`config.mk`:
```
export PLATFORM = sky130hd
export DESIGN_NAME = dma_cmd_queue
export DESIGN_NICKNAME = d
export VERILOG_FILES = /design/src/rtl/dma_pkg.sv /design/src/rtl/dma_sync_fifo.sv /design/src/rtl/dma_cmd_queue.sv
export SDC_FILE = /design/constraint.sdc
export NUM_CORES = 1
export LEC_CHECK = 0
export CORE_ASPECT_RATIO = 0.75
export CORE_MARGIN = 1
export CORE_UTILIZATION = 63
export CTS_CLUSTER_SIZE = 25
export DETAILED_ROUTE_END_ITERATION = 6
export DONT_BUFFER_PORTS = 1
export MAX_ROUTING_LAYER = met4
export PLACE_DENSITY = 0.88
export REMOVE_ABC_BUFFERS = 1
export SYNTH_ARGS = -nofsm -noshare
export SYNTH_HDL_FRONTEND = slang
export SYNTH_SLANG_ARGS = --single-unit
```
`constraint.sdc`:
```
create_clock -name AXI_ACLK -period 4.4 [get_ports AXI_ACLK]
set_input_delay 1.32 -clock AXI_ACLK [delete_from_list [all_inputs] [get_ports AXI_ACLK]]
set_output_delay 1.32 -clock AXI_ACLK [all_outputs]
set_load 0.005 [all_outputs]
```
`src/rtl/dma_pkg.sv`:
```
// Shared types and constants for the DMA descriptor path.
package dma_pkg;

    // Error report codes carried on err_code
    localparam logic [1:0] ERR_NONE    = 2'd0;
    localparam logic [1:0] ERR_ILLEGAL = 2'd1;
    localparam logic [1:0] ERR_RETRY   = 2'd2;

    // AXI burst type encodings; RSVD is never legal
    localparam logic [1:0] BURST_FIXED = 2'b00;
    localparam logic [1:0] BURST_INCR  = 2'b01;
    localparam logic [1:0] BURST_WRAP  = 2'b10;
    localparam logic [1:0] BURST_RSVD  = 2'b11;

    // Field widths of the stored descriptor; the queue's ID/address
    // parameters are expected to match these.
    localparam int DMA_ID_WD   = 2;
    localparam int DMA_ADDR_WD = 16;

    // Issue FSM states
    typedef enum logic [1:0] {
        ST_IDLE,
        ST_ISSUE,
        ST_BACKOFF
    } issue_state_e;

    // One transfer descriptor as it sits in the queue
    typedef struct packed {
        logic [DMA_ADDR_WD-1:0] addr;
        logic [DMA_ID_WD-1:0]   id;
        logic [1:0]             burst;
        logic [2:0]             size;
        logic [DMA_ADDR_WD-1:0] len;
    } dma_desc_t;

    // A descriptor is legal when it moves data, uses a defined burst
    // type and does not ask for beats wider than the data bus.
    function automatic logic desc_is_legal(input dma_desc_t d, input logic [2:0] max_size);
        return (d.len != '0) && (d.burst != BURST_RSVD) && (d.size <= max_size);
    endfunction

endpackage

```
`src/rtl/dma_sync_fifo.sv`:
```
// Synchronous circular-buffer FIFO with registered occupancy.
module dma_sync_fifo #(
    parameter int WIDTH = 8,
    parameter int DEPTH = 4
) (
    input  logic                     clk,
    input  logic                     rst,
    input  logic                     push,
    input  logic                     pop,
    input  logic [WIDTH-1:0]         wdata,
    output logic [WIDTH-1:0]         rdata,
    output logic                     full,
    output logic                     empty,
    output logic [$clog2(DEPTH):0]   level
);
    localparam int AW = $clog2(DEPTH);
    localparam logic [AW:0] PTR_ONE = (AW+1)'(1);

    // Pointers carry one extra wrap bit so full and empty differ
    logic [AW:0]      wr_ptr_q, wr_ptr_d;
    logic [AW:0]      rd_ptr_q, rd_ptr_d;
    logic [AW:0]      level_q, level_d;
    logic [WIDTH-1:0] mem_q [DEPTH];
    logic             do_push;
    logic             do_pop;

    assign full    = (wr_ptr_q[AW] != rd_ptr_q[AW]) && (wr_ptr_q[AW-1:0] == rd_ptr_q[AW-1:0]);
    assign empty   = (wr_ptr_q == rd_ptr_q);
    assign do_push = push && !full;
    assign do_pop  = pop && !empty;
    assign rdata   = mem_q[rd_ptr_q[AW-1:0]];
    assign level   = level_q;

    // Advance pointers and track occupancy; simultaneous push/pop keeps level
    always_comb begin
        wr_ptr_d = wr_ptr_q;
        rd_ptr_d = rd_ptr_q;
        level_d  = level_q;
        if (do_push) wr_ptr_d = wr_ptr_q + PTR_ONE;
        if (do_pop)  rd_ptr_d = rd_ptr_q + PTR_ONE;
        case ({do_push, do_pop})
            2'b10:   level_d = level_q + PTR_ONE;
            2'b01:   level_d = level_q - PTR_ONE;
            default: level_d = level_q;
        endcase
    end

    // Pointer and occupancy registers
    always_ff @(posedge clk) begin
        if (rst) begin
            wr_ptr_q <= '0;
            rd_ptr_q <= '0;
            level_q  <= '0;
        end else begin
            wr_ptr_q <= wr_ptr_d;
            rd_ptr_q <= rd_ptr_d;
            level_q  <= level_d;
        end
    end

    // Storage needs no reset: an entry is only read after it was written
    always_ff @(posedge clk) begin
        if (do_push) mem_q[wr_ptr_q[AW-1:0]] <= wdata;
    end

endmodule

```
`src/rtl/dma_cmd_queue.sv`:
```
// Descriptor legality check, queueing and retrying issue stage for axi_top.
module dma_cmd_queue
    import dma_pkg::*;
#(
    parameter int AXI_ID_WD   = DMA_ID_WD,
    parameter int AXI_DATA_WD = 32,
    parameter int AXI_ADDR_WD = DMA_ADDR_WD,
    parameter int DEPTH       = 4,
    parameter int MAX_RETRY   = 3,
    parameter int BACKOFF_CYC = 8
) (
    input  logic                     AXI_ACLK,
    input  logic                     AXI_ARESET,
    input  logic                     desc_valid,
    output logic                     desc_ready,
    input  logic [AXI_ADDR_WD-1:0]   desc_addr,
    input  logic [AXI_ID_WD-1:0]     desc_id,
    input  logic [1:0]               desc_burst,
    input  logic [2:0]               desc_size,
    input  logic [AXI_ADDR_WD-1:0]   desc_len,
    output logic                     cmd_valid,
    output logic [AXI_ADDR_WD-1:0]   cmd_addr,
    output logic [AXI_ID_WD-1:0]     cmd_id,
    output logic [1:0]               cmd_burst,
    output logic [2:0]               cmd_size,
    output logic [AXI_ADDR_WD-1:0]   cmd_len,
    input  logic                     cmd_ready,
    input  logic                     cmd_abort,
    output logic                     err_valid,
    output logic [1:0]               err_code,
    output logic [AXI_ID_WD-1:0]     err_id,
    output logic [$clog2(DEPTH):0]   level,
    output logic [7:0]               drop_cnt
);
    localparam logic [2:0] MAX_SIZE = 3'($clog2(AXI_DATA_WD/8));
    localparam int RW = $clog2(MAX_RETRY+1);
    localparam int BW = $clog2(BACKOFF_CYC+1);

    dma_desc_t            desc_in, fifo_head;
    logic                 fifo_full, fifo_empty;
    logic                 desc_legal, desc_take, fifo_push, fifo_pop;
    logic                 illegal_evt, exhaust_evt, in_issue, retry_done;
    logic [8:0]           drop_sum;

    issue_state_e         state_q, state_d;
    logic [RW-1:0]        retry_q, retry_d;
    logic [BW-1:0]        backoff_q, backoff_d;
    dma_desc_t            cmd_q, cmd_d;
    logic                 err_valid_q, err_valid_d;
    logic [1:0]           err_code_q, err_code_d;
    logic [AXI_ID_WD-1:0] err_id_q, err_id_d;
    logic                 pend_q, pend_d;
    logic [AXI_ID_WD-1:0] pend_id_q, pend_id_d;
    logic [7:0]           drop_cnt_q, drop_cnt_d;

    assign desc_in     = '{addr: desc_addr, id: desc_id, burst: desc_burst, size: desc_size, len: desc_len};
    assign desc_legal  = desc_is_legal(desc_in, MAX_SIZE);
    assign desc_ready  = !fifo_full && !pend_q;
    assign desc_take   = desc_valid && desc_ready;
    assign fifo_push   = desc_take && desc_legal;
    assign illegal_evt = desc_take && !desc_legal;
    assign in_issue    = (state_q == ST_ISSUE);
    assign retry_done  = (retry_q == RW'(MAX_RETRY));
    assign exhaust_evt = in_issue && !cmd_ready && cmd_abort && retry_done;
    assign fifo_pop    = in_issue && (cmd_ready || exhaust_evt);

    dma_sync_fifo #(
        .WIDTH ($bits(dma_desc_t)),
        .DEPTH (DEPTH)
    ) u_fifo (
        .clk   (AXI_ACLK),
        .rst   (AXI_ARESET),
        .push  (fifo_push),
        .pop   (fifo_pop),
        .wdata (desc_in),
        .rdata (fifo_head),
        .full  (fifo_full),
        .empty (fifo_empty),
        .level (level)
    );

    // Issue FSM: load head, offer it, back off and retry on abort
    always_comb begin
        state_d   = state_q;
        retry_d   = retry_q;
        backoff_d = backoff_q;
        cmd_d     = cmd_q;
        case (state_q)
            ST_IDLE: begin
                if (!fifo_empty) begin
                    cmd_d   = fifo_head;
                    retry_d = '0;
                    state_d = ST_ISSUE;
                end
            end
            ST_ISSUE: begin
                if (cmd_ready) begin
                    state_d = ST_IDLE;
                end else if (cmd_abort) begin
                    if (retry_done) begin
                        state_d = ST_IDLE;
                    end else begin
                        retry_d   = retry_q + RW'(1);
                        backoff_d = BW'(BACKOFF_CYC);
                        state_d   = ST_BACKOFF;
                    end
                end
            end
            ST_BACKOFF: begin
                if (backoff_q == BW'(1)) state_d = ST_ISSUE;
                else                     backoff_d = backoff_q - BW'(1);
            end
            default: state_d = ST_IDLE;
        endcase
    end

    // Error reporting: an exhaust drop wins, a colliding illegal report waits one cycle
    always_comb begin
        err_valid_d = 1'b0;
        err_code_d  = ERR_NONE;
        err_id_d    = '0;
        pend_d      = pend_q;
        pend_id_d   = pend_id_q;
        if (exhaust_evt) begin
            err_valid_d = 1'b1;
            err_code_d  = ERR_RETRY;
            err_id_d    = cmd_q.id;
            if (illegal_evt) begin
                pend_d    = 1'b1;
                pend_id_d = desc_id;
            end
        end else if (pend_q) begin
            err_valid_d = 1'b1;
            err_code_d  = ERR_ILLEGAL;
            err_id_d    = pend_id_q;
            pend_d      = 1'b0;
        end else if (illegal_evt) begin
            err_valid_d = 1'b1;
            err_code_d  = ERR_ILLEGAL;
            err_id_d    = desc_id;
        end
        drop_sum   = {1'b0, drop_cnt_q} + {8'd0, exhaust_evt} + {8'd0, illegal_evt};
        drop_cnt_d = drop_sum[8] ? 8'hFF : drop_sum[7:0];
    end

    // State registers; reset discards everything without reporting
    always_ff @(posedge AXI_ACLK) begin
        if (AXI_ARESET) begin
            state_q     <= ST_IDLE;
            retry_q     <= '0;
            backoff_q   <= '0;
            cmd_q       <= '0;
            err_valid_q <= 1'b0;
            err_code_q  <= ERR_NONE;
            err_id_q    <= '0;
            pend_q      <= 1'b0;
            pend_id_q   <= '0;
            drop_cnt_q  <= '0;
        end else begin
            state_q     <= state_d;
            retry_q     <= retry_d;
            backoff_q   <= backoff_d;
            cmd_q       <= cmd_d;
            err_valid_q <= err_valid_d;
            err_code_q  <= err_code_d;
            err_id_q    <= err_id_d;
            pend_q      <= pend_d;
            pend_id_q   <= pend_id_d;
            drop_cnt_q  <= drop_cnt_d;
        end
    end

    assign cmd_valid = in_issue;
    assign cmd_addr  = cmd_q.addr;
    assign cmd_id    = cmd_q.id;
    assign cmd_burst = cmd_q.burst;
    assign cmd_size  = cmd_q.size;
    assign cmd_len   = cmd_q.len;
    assign err_valid = err_valid_q;
    assign err_code  = err_code_q;
    assign err_id    = err_id_q;
    assign drop_cnt  = drop_cnt_q;

endmodule

```
==> results of run 1 <==
==> state kept, by name, indices dropped and copies added (netlist names) <==
name and cells:
cmd_burst 2, u_fifo.wr_ptr_q 3, err_valid 1, pend_q 1
drop_cnt 8, state_q 2, u_fifo.level 3, err_code 2
cmd_addr 16, u_fifo.rd_ptr_q 3, retry_q 2, cmd_id 2
err_id 2, cmd_size 3, cmd_len 16, pend_id_q 2
backoff_q 4, u_fifo.mem_q 156
==> stage by stage <==
stage / utilization (%) / hold WS, ns
2_1_floorplan: - / 0.430
6_report: 71.9 / 0.465
4_1_cts: 71.9 / 0.469
3_3_place_gp: 66.9 / 0.437
5_1_grt: 71.9 / 0.488
3_5_place_dp: 66.9 / 0.460
==> worst max-delay path: stages <==
cell and delay, ns:
nor4_1 0.59, nand4_1 0.41, and3b_1 0.39, inv_1 0.11
ha_1 0.18, inv_1 0.06, fa_1 0.37, xor2_1 0.16
or3_1 0.30, a21oi_1 0.16
==> path summary, 6_finish.rpt <==
kind,start,end,slack [ns],cells past startpoint
min,cmd_burst[0],cmd_burst[0],0.46,2
max reg2reg,u_fifo.wr_ptr_q[2],u_fifo.mem_q[1][13],1.55,4
max,desc_len[10],u_fifo.level[2],0.77,10
min reg2reg,cmd_burst[0],cmd_burst[0],0.46,2
==> power groups by stage <==
| stage | combinational [W] | sequential (W) | clock, W |
|---|---|---|---|
| floorplan | 0.000115 | 0.00242 | 0 |
| global placement | 0.000149 | 0.00242 | 0 |
| detailed placement | 0.000157 | 0.00243 | 0 |
| CTS | 0.000159 | 0.00238 | 0.00177 |
| global route | 0.000175 | 0.00239 | 0.00186 |
| finish | 0.000158 | 0.00238 | 0.00175 |
==> area by class of cell <==
type                            instances  area [µm²]
Sequential cell                       228        6130
Fill cell                             809        3720
Multi-Input combinational cell        296        2410
Clock buffer                           25         551
Tap cell                              171         214
Clock inverter                         12         109
Inverter                               19        71.3
Timing Repair Buffer                    4        30.0
==> metal layers <==
layer	wire length, µm	track usage (%)	vias up
met5	0	-	-
met4	488	7.69	0
met3	1740	8.14	38
met2	8070	39.7	208
met1	6550	31.3	2375
li1	-	-	2137
==> placed cells by master (no fill, tap or decap), types with 5 or more instances in the layout <==
cell	Yosys	layout
nor2_1	18	18
inv_1	19	19
nand2_1	89	89
mux2i_1	7	7
ha_1	10	10
xnor2_1	7	7
nor3_1	5	5
clkbuf_16	0	21
a21oi_1	49	49
dfxtp_1	72	70
mux4_2	39	39
edfxtp_1	156	156
xor2_1	8	8
==> cells by family (layout without fill, tap and decap cells) <==
| logic type | after synthesis | after routing | share of synthesized area, % |
|---|---|---|---|
| AO/OA/AOI/OAI | 85 | 85 | 6.48 |
| XOR/XNOR | 15 | 15 | 1.51 |
| adder cells (fa/ha/maj) | 11 | 11 | 1.66 |
| buffers and inverters | 48 | 60 | 2.29 |
| flip-flops | 228 | 228 | 70.2 |
| multiplexers | 46 | 46 | 10.9 |
| AND/OR/NAND/NOR | 139 | 139 | 6.96 |
==> flow_metrics.py, run 1 <==
metrics = {
    "drt": {
        "drt.antenna.violating_nets": 0,
        "route.detailed.drc": 0,
        "vias_per_cell": 6.30,
        "firstDrtPassIters": 5,
        "routed_wl_um": 16800,
        "routedWlPerCell_um": 22.3,
        "via_count": 4758,
        "drt_iter0_drc": 416,
    },
    "timing": {
        "fin_crit_sh_pct": 82.5,
        "fmaxAchievable_mhz": 275,
        "hold_viol": 0,
        "setup_viol": 0,
        "fin_tns_setup_ns": 0,
        "clock_skew_ns": 0.00769,
        "drv_slew": 0,
        "worst_pin_slew_ns": 1.07,
        "slew-limit-headroom_pct": 28.4,
        "rsz0062_at_grt": "no",
        "setup_ws_ns": 0.770,
        "final_period_minus_worst_setup_slack_ns": 3.63,
    },
    "finish": {
        "drive_above_1_share_pct": 15.4,
        "stdcell_area_um2": 9520,
        "layoutNonFillerInstCount": 755,
        "areaGrowthSynthToFinish_pct": 9.12,
        "antennaDiodeCount": 0,
        "nNetsFinal": 625,
    },
    "worst_setup_path": {
        "crit_path_end_kind": "register",
        "critPathMaxFanout": 8,
        "arrival_ns": 4.04,
        "criticalPathCategory": "in -> reg",
        "start_kind": "primary input",
        "crit_required_ns": 4.81,
    },
    "grt": {
        "antenna_found_initial": 0,
        "gr-usage-all-layers_pct": 25.2,
        "grt_max_degree": 66,
        "grt_pass1_wl_um": 26100,
        "grt_pass1_vias": 4863,
        "grt-ovfl-total": 0,
    },
    "floorplan": {
        "ios": 101,
        "die_h_um": 104,
        "die_x_um": 138,
        "dieArea_um2": 14300,
        "start_util_pct": 65.9,
        "core_area_um2": 13200,
        "row_count": 36,
    },
    "clocking": {
        "tritoncts": "built",
        "cts_setup_buffers": 0,
        "cts_hold_buf": 0,
        "cts_max_level": 1,
        "ctsResizeCount": 0,
        "cts_buffer_depth": 3,
        "cts.sinks": 228,
        "cts_inserted_buffers": 21,
        "cts-root-buf": "clkbuf_16",
        "clk_latency_ns": 0.49,
        "clk_pin_slew_ns": 0.06,
    },
    "min_path": {
        "min_path_type": "reg -> reg",
    },
    "synth": {
        "avgSynthCellArea_um2": 15.3,
        "synth_edf_count": 156,
        "synth_top_area_share_pct": 53.7,
        "synth_commonest_cells": "edfxtp_1 (156), nand2_1 (89), dfxtp_1 (72), a21oi_1 (49), mux4_2 (39)",
        "netlist_area_um2": 8720,
        "synthArstFlopShare_pct": 0,
        "yosysUniqueCellTypes": 52,
        "synth_area_leaders": "edfxtp_1 (54%), dfxtp_1 (17%), mux4_2 (10%)",
        "synth-seq-cells": 228,
        "synthFlopType": "edfxtp_1",
        "post-synth-top-count-cell": "edfxtp_1",
        "ys_seq_area_share_pct": 70.2,
        "synthCells": 572,
        "post-synth-top-area-cell": "edfxtp_1",
        "ys_warn_count": 0,
    },
    "power": {
        "p_sw_share_pct": 20.5,
        "fin_total_pwr_w": 0.00429,
        "irDropWorstVdd_mv": 0.356,
        "seq_power_share_pct": 55.5,
        "power.internal_w": 0.00341,
        "p_leak_nw": 3.03,
        "p_clk_share_pct": 40.9,
        "pwr-share-comb_pct": 3.7,
        "powerDensity_nw_per_um2": 451,
        "switchingPower_w": 0.000879,
    },
    "place": {
        "place_congestion": 0.842,
        "placed_area_um2": 8860,
        "pre_cts_ws_ns": 0.390,
        "dpl.cell_count": 718,
        "io_buffer_count": 0,
        "post-dp-hpwl_um": 10000,
    },
    "status": {
        "status": "finished clean",
    },
    "flow_run": {
        "cap_violations": 0,
    },
}
Note: power is estimated with default switching activity, not from simulation.
==> run 2: changes to the inputs <==
==> constraint.sdc (replaced) <==
create_clock -name AXI_ACLK -period 3.4 [get_ports AXI_ACLK]
set_input_delay 1.02 -clock AXI_ACLK [delete_from_list [all_inputs] [get_ports AXI_ACLK]]
set_output_delay 1.02 -clock AXI_ACLK [all_outputs]
set_load 0.005 [all_outputs]
==> flow_metrics.py, run 2 (same netlist as run 1, synthesis figures left out) <==
metrics = {
    "finish": {
        "largest_register_ffs": 156,
        "final_common_cell": "edfxtp_1",
        "nNetsFinal": 631,
        "antennaDiodeCount": 0,
        "fill_cells": 861,
        "areaGrowthSynthToFinish_pct": 9.87,
        "final_cell_mix": "edfxtp_1 (156), nand2_1 (89), dfxtp_1 (70)",
        "stdcell_area_um2": 9580,
        "drive_above_1_share_pct": 15.9,
        "register_area_um2": 6130,
        "multi_input_area_um2": 2410,
    },
    "timing": {
        "rsz0062_at_grt": "no",
        "final_period_minus_worst_setup_slack_ns": 2.83,
        "setup_viol": 0,
        "fin_crit_sh_pct": 83.3,
        "drv_slew": 0,
        "hold_viol": 0,
        "worst_pin_slew_ns": 1.09,
        "slew-limit-headroom_pct": 27.1,
        "fmaxAchievable_mhz": 353,
        "clock_skew_ns": 0.0166,
    },
    "grt": {
        "grt_pass1_wl_um": 26500,
        "gr-usage-all-layers_pct": 25.4,
        "antenna_found_initial": 0,
        "grt_max_degree": 66,
        "grt-ovfl-total": 0,
        "grt_pass1_vias": 4928,
    },
    "drt": {
        "drt.antenna.violating_nets": 0,
        "via_count": 4769,
        "route.detailed.drc": 0,
        "routedWlPerCell_um": 22.4,
        "routed_wl_um": 17100,
        "drt_iter0_drc": 385,
        "vias_per_cell": 6.26,
        "firstDrtPassIters": 5,
    },
    "clocking": {
        "cts_setup_buffers": 0,
        "cts-root-buf": "clkbuf_16",
        "ctsResizeCount": 0,
        "cts.sinks": 228,
        "cts_buffer_depth": 3,
        "clk_latency_ns": 0.50,
        "cts_hold_buf": 0,
        "cts_inserted_buffers": 21,
        "cts_max_level": 1,
        "clk_pin_slew_ns": 0.07,
        "tritoncts": "built",
    },
    "min_path": {
        "holdPathEnd": "retry_q[1]",
        "min_from": "retry_q[1]",
        "min_path_cells": 2,
        "min_path_type": "reg -> reg",
    },
    "place": {
        "place_congestion": 0.842,
        "post-dp-hpwl_um": 10300,
        "placed_area_um2": 8900,
        "io_buffer_count": 0,
    },
    "floorplan": {
        "die_h_um": 104,
        "dieArea_um2": 14300,
        "core_area_um2": 13200,
        "start_util_pct": 65.9,
        "die_x_um": 138,
        "row_count": 36,
        "ios": 101,
    },
    "power": {
        "powerDensity_nw_per_um2": 587,
        "p_leak_nw": 3.06,
        "irDropWorstVdd_mv": 0.462,
        "fin_total_pwr_w": 0.00562,
    },
    "worst_setup_path": {
        "start_kind": "primary input",
        "criticalPathCategory": "in -> reg",
        "crit_path_end_kind": "register",
        "critPathMaxFanout": 8,
        "crit_required_ns": 3.79,
        "reg2regPathDepth": 11,
        "arrival_ns": 3.22,
        "reg2reg_to": "u_fifo.level[2]",
        "rrSetupSlack_ns": 0.58,
        "reg2reg_from": "u_fifo.rd_ptr_q[2]",
    },
    "status": {
        "status": "finished clean",
    },
    "flow_run": {
        "cap_violations": 0,
    },
}
==> run 2: final cells by class <==
class	instances	area share [%]
flip-flops and latches	228	64.0
multi-input cells	296	25.2
clock buffers	28	5.76
well taps	171	2.23
clock inverters	10	1.33
repair buffers	10	0.783
inverters	19	0.744
==> run 2: layer usage <==
layer | up-vias | GRT usage [%] | part of all wire [%]
met2 | 163 | 40.0 | 49
met5 | - | - | 0
met1 | 2430 | 32.3 | 40
li1 | 2150 | - | -
met4 | 0 | 5.75 | 1.6
met3 | 26 | 8.14 | 9.1
==> run 2: worst max path at each step <==
stage,cells past startpoint,from,endpoint
finish,9,desc_len[2],drop_cnt[5]
global route,11,u_fifo.rd_ptr_q[2],u_fifo.level[2]
CTS,11,u_fifo.rd_ptr_q[2],u_fifo.level[2]
detailed placement,11,desc_len[2],u_fifo.level[2]
global placement,10,desc_len[1],u_fifo.level[2]
floorplan,5,u_fifo.rd_ptr_q[0],retry_q[0]
==> run 2: through the flow <==
| stage | setup slack, ns | hold slack, ns | setup TNS (ns) | std cells | util (%) |
|---|---|---|---|---|---|
| 2_1_floorplan | -0.850 | 0.430 | -96.50 | 543 | - |
| 3_3_place_gp | 0.232 | 0.437 | 0 | 724 | 67.2 |
| 3_5_place_dp | 0.107 | 0.449 | 0 | 724 | 67.2 |
| 4_1_cts | 0.582 | 0.459 | 0 | 762 | 72.4 |
| 5_1_grt | 0.419 | 0.485 | 0 | 762 | 72.4 |
| 6_report | 0.569 | 0.460 | 0 | 762 | 72.4 |
==> run 2: power by group <==
group	switching [W]	leakage (nW)	internal (W)	total, W
Clock	0.000962	0.327	0.00137	0.00234
Sequential	0.0000474	2.00	0.00303	0.00308
Combinational	0.000127	0.737	0.0000813	0.000208
Total	0.00114	3.06	0.00449	0.00562
==> run 2: critical path, cell delays in order <==
cell	delay, ns
nor4_1	0.34
buf_4	0.18
nand4_1	0.15
buf_4	0.21
a21oi_1	0.24
xor2_1	0.19
ha_1	0.39
o2111ai_2	0.20
o221a_1	0.30
==> run 3: changes to the inputs <==
==> constraint.sdc (replaced) <==
create_clock -name AXI_ACLK -period 2.8 [get_ports AXI_ACLK]
set_input_delay 0.84 -clock AXI_ACLK [delete_from_list [all_inputs] [get_ports AXI_ACLK]]
set_output_delay 0.84 -clock AXI_ACLK [all_outputs]
set_load 0.005 [all_outputs]
==> flow_metrics.py, run 3 (same netlist as run 1, synthesis figures left out) <==
metrics = {
    "floorplan": {
        "row_count": 36,
        "ios": 101,
        "dieArea_um2": 14300,
        "die_x_um": 138,
        "die_h_um": 104,
        "core_area_um2": 13200,
        "start_util_pct": 65.9,
    },
    "power": {
        "p_leak_nw": 3.21,
        "irDropWorstVdd_mv": 0.620,
        "powerDensity_nw_per_um2": 722,
    },
    "clocking": {
        "cts_hold_buf": 0,
        "cts_setup_buffers": 0,
        "cts.sinks": 228,
        "cts_buffer_depth": 3,
        "cts-root-buf": "clkbuf_16",
        "cts_inserted_buffers": 22,
        "clk_latency_ns": 0.50,
        "tritoncts": "built",
        "cts_max_level": 1,
        "clk_pin_slew_ns": 0.06,
    },
    "drt": {
        "routedWlPerCell_um": 22.1,
        "routed_wl_um": 17200,
        "route.detailed.drc": 2,
        "firstDrtPassIters": 7,
        "drt.antenna.violating_nets": 0,
        "vias_per_cell": 6.25,
        "drt_iter0_drc": 456,
        "via_count": 4879,
    },
    "finish": {
        "antennaDiodeCount": 0,
        "drive_above_1_share_pct": 19.7,
        "layoutNonFillerInstCount": 781,
        "final_cell_mix": "edfxtp_1 (156), nand2_1 (89), dfxtp_1 (70)",
        "nNetsFinal": 649,
        "largest_register_ffs": 156,
        "final_common_cell": "edfxtp_1",
        "areaGrowthSynthToFinish_pct": 13.2,
        "fin_util_pct": 74.5,
    },
    "timing": {
        "setup_viol": 0,
        "worst_pin_slew_ns": 0.822,
        "clock_skew_ns": 0.00929,
        "slew-limit-headroom_pct": 45.2,
        "drv_slew": 0,
        "hold_viol": 0,
        "worst_hold_slack_ns": 0.409,
        "rsz0062_at_grt": "no",
        "fmaxAchievable_mhz": 388,
        "final_period_minus_worst_setup_slack_ns": 2.58,
        "fin_crit_sh_pct": 92.1,
    },
    "worst_setup_path": {
        "arrival_ns": 3.01,
        "cpMaxStageDelayCell": "nor4_2",
        "cpMostUsedCell": "inv_1",
        "cpPeakStageDelay_ns": 0.38,
        "crit_chain": "nor4_2, buf_4, nand4_1, and3b_1, inv_1, ha_1, inv_1, fa_1, xor2_1, or3_1, a21oi_1",
        "critPathMaxFanout": 5,
        "crit_required_ns": 3.23,
        "criticalPathCategory": "in -> reg",
        "crit_path_end_kind": "register",
        "start_kind": "primary input",
    },
    "place": {
        "io_buffer_count": 0,
        "post-dp-hpwl_um": 10500,
        "place_congestion": 0.839,
        "dpl.cell_count": 741,
    },
    "grt": {
        "grt_max_degree": 66,
        "grt-ovfl-total": 0,
        "gr-usage-all-layers_pct": 25.5,
        "grt_pass1_vias": 5025,
        "antenna_found_initial": 0,
        "grt_pass1_wl_um": 26500,
    },
    "min_path": {
        "min_path_type": "in -> reg",
    },
    "flow_run": {
        "cap_violations": 0,
    },
    "status": {
        "violations": "design-rule violations",
        "status": "finished, violations left",
    },
}
-- run 3: cell types whose count changed in the layout (fill, tap and decap cells not counted), moves of 2 or more --
cell and delta:
clkinv_1 -2, clkbuf_8 +4, clkbuf_1 -4, buf_12 +4
clkinvlp_4 +2, buf_4 +13, clkbuf_16 +2
-- run 3: final timing paths --
kind	slack (ns)	depth (start not counted)	start	end
worst max-delay path	0.22	11	desc_len[2]	u_fifo.level[2]
worst min-delay path	0.41	1	AXI_ARESET	cmd_addr[9]
worst max register to register	0.27	10	u_fifo.rd_ptr_q[2]	u_fifo.level[2]
worst min register to register	0.47	2	cmd_addr[8]	cmd_addr[8]
-- run 3: final cells by class --
| type | count | area [µm²] |
|---|---|---|
| sequential | 228 | 6130 |
| fill | 760 | 3370 |
| multi-input combinational | 296 | 2420 |
| clock buffer | 30 | 642 |
| timing repair buffer | 27 | 253 |
| tap | 171 | 214 |
| clock inverter | 10 | 141 |
| inverter | 19 | 71.3 |
-- run 3: critical path: cells and delay by family --
kind                       cells  cell delay (ns)
AOI/OAI and AO/OA              1             0.14
buffers and inverters          3             0.30
and+or+nand+nor                4             1.06
xor gates and xnor gates       1             0.15
adders and majority gates      2             0.52
-- run 3: per-layer routing --
layer	GRT usage (%)	up-vias	share of wire [%]
li1	-	2179	-
met1	33.1	2439	40
met5	-	-	0
met3	7.41	43	9.4
met2	39.1	218	48
met4	7.53	0	2.5
-- run 3: report_power, final --
| group | switching (W) | internal [W] | leakage, nW |
|---|---|---|---|
| Clock | 0.00122 | 0.00190 | 0.374 |
| Sequential | 0.0000586 | 0.00368 | 2.00 |
| Combinational | 0.000160 | 0.000110 | 0.839 |
| Total | 0.00144 | 0.00569 | 3.21 |
-- run 3: stage by stage --
step / worst slack [ns] / area, µm² / power, W / TNS [ns]
after floorplan: -1.45 / 8590 / 0.00398 / -223.39
after global placement: -0.344 / 9080 / 0.00406 / -1.84
after detailed placement: -0.365 / 9080 / 0.00408 / -2.25
after CTS: 0.150 / 9870 / 0.00715 / 0
after global routing: 0.145 / 9870 / 0.00733 / 0
final: 0.222 / 9870 / 0.00712 / 0
-- run 3: timing repair --
| item | 4_1_cts | 5_1_grt |
|---|---|---|
| resized for setup | 0 | 1 |
| setup endpoints to repair | 0 | 1 |
| hold endpoints to repair | 0 | 0 |
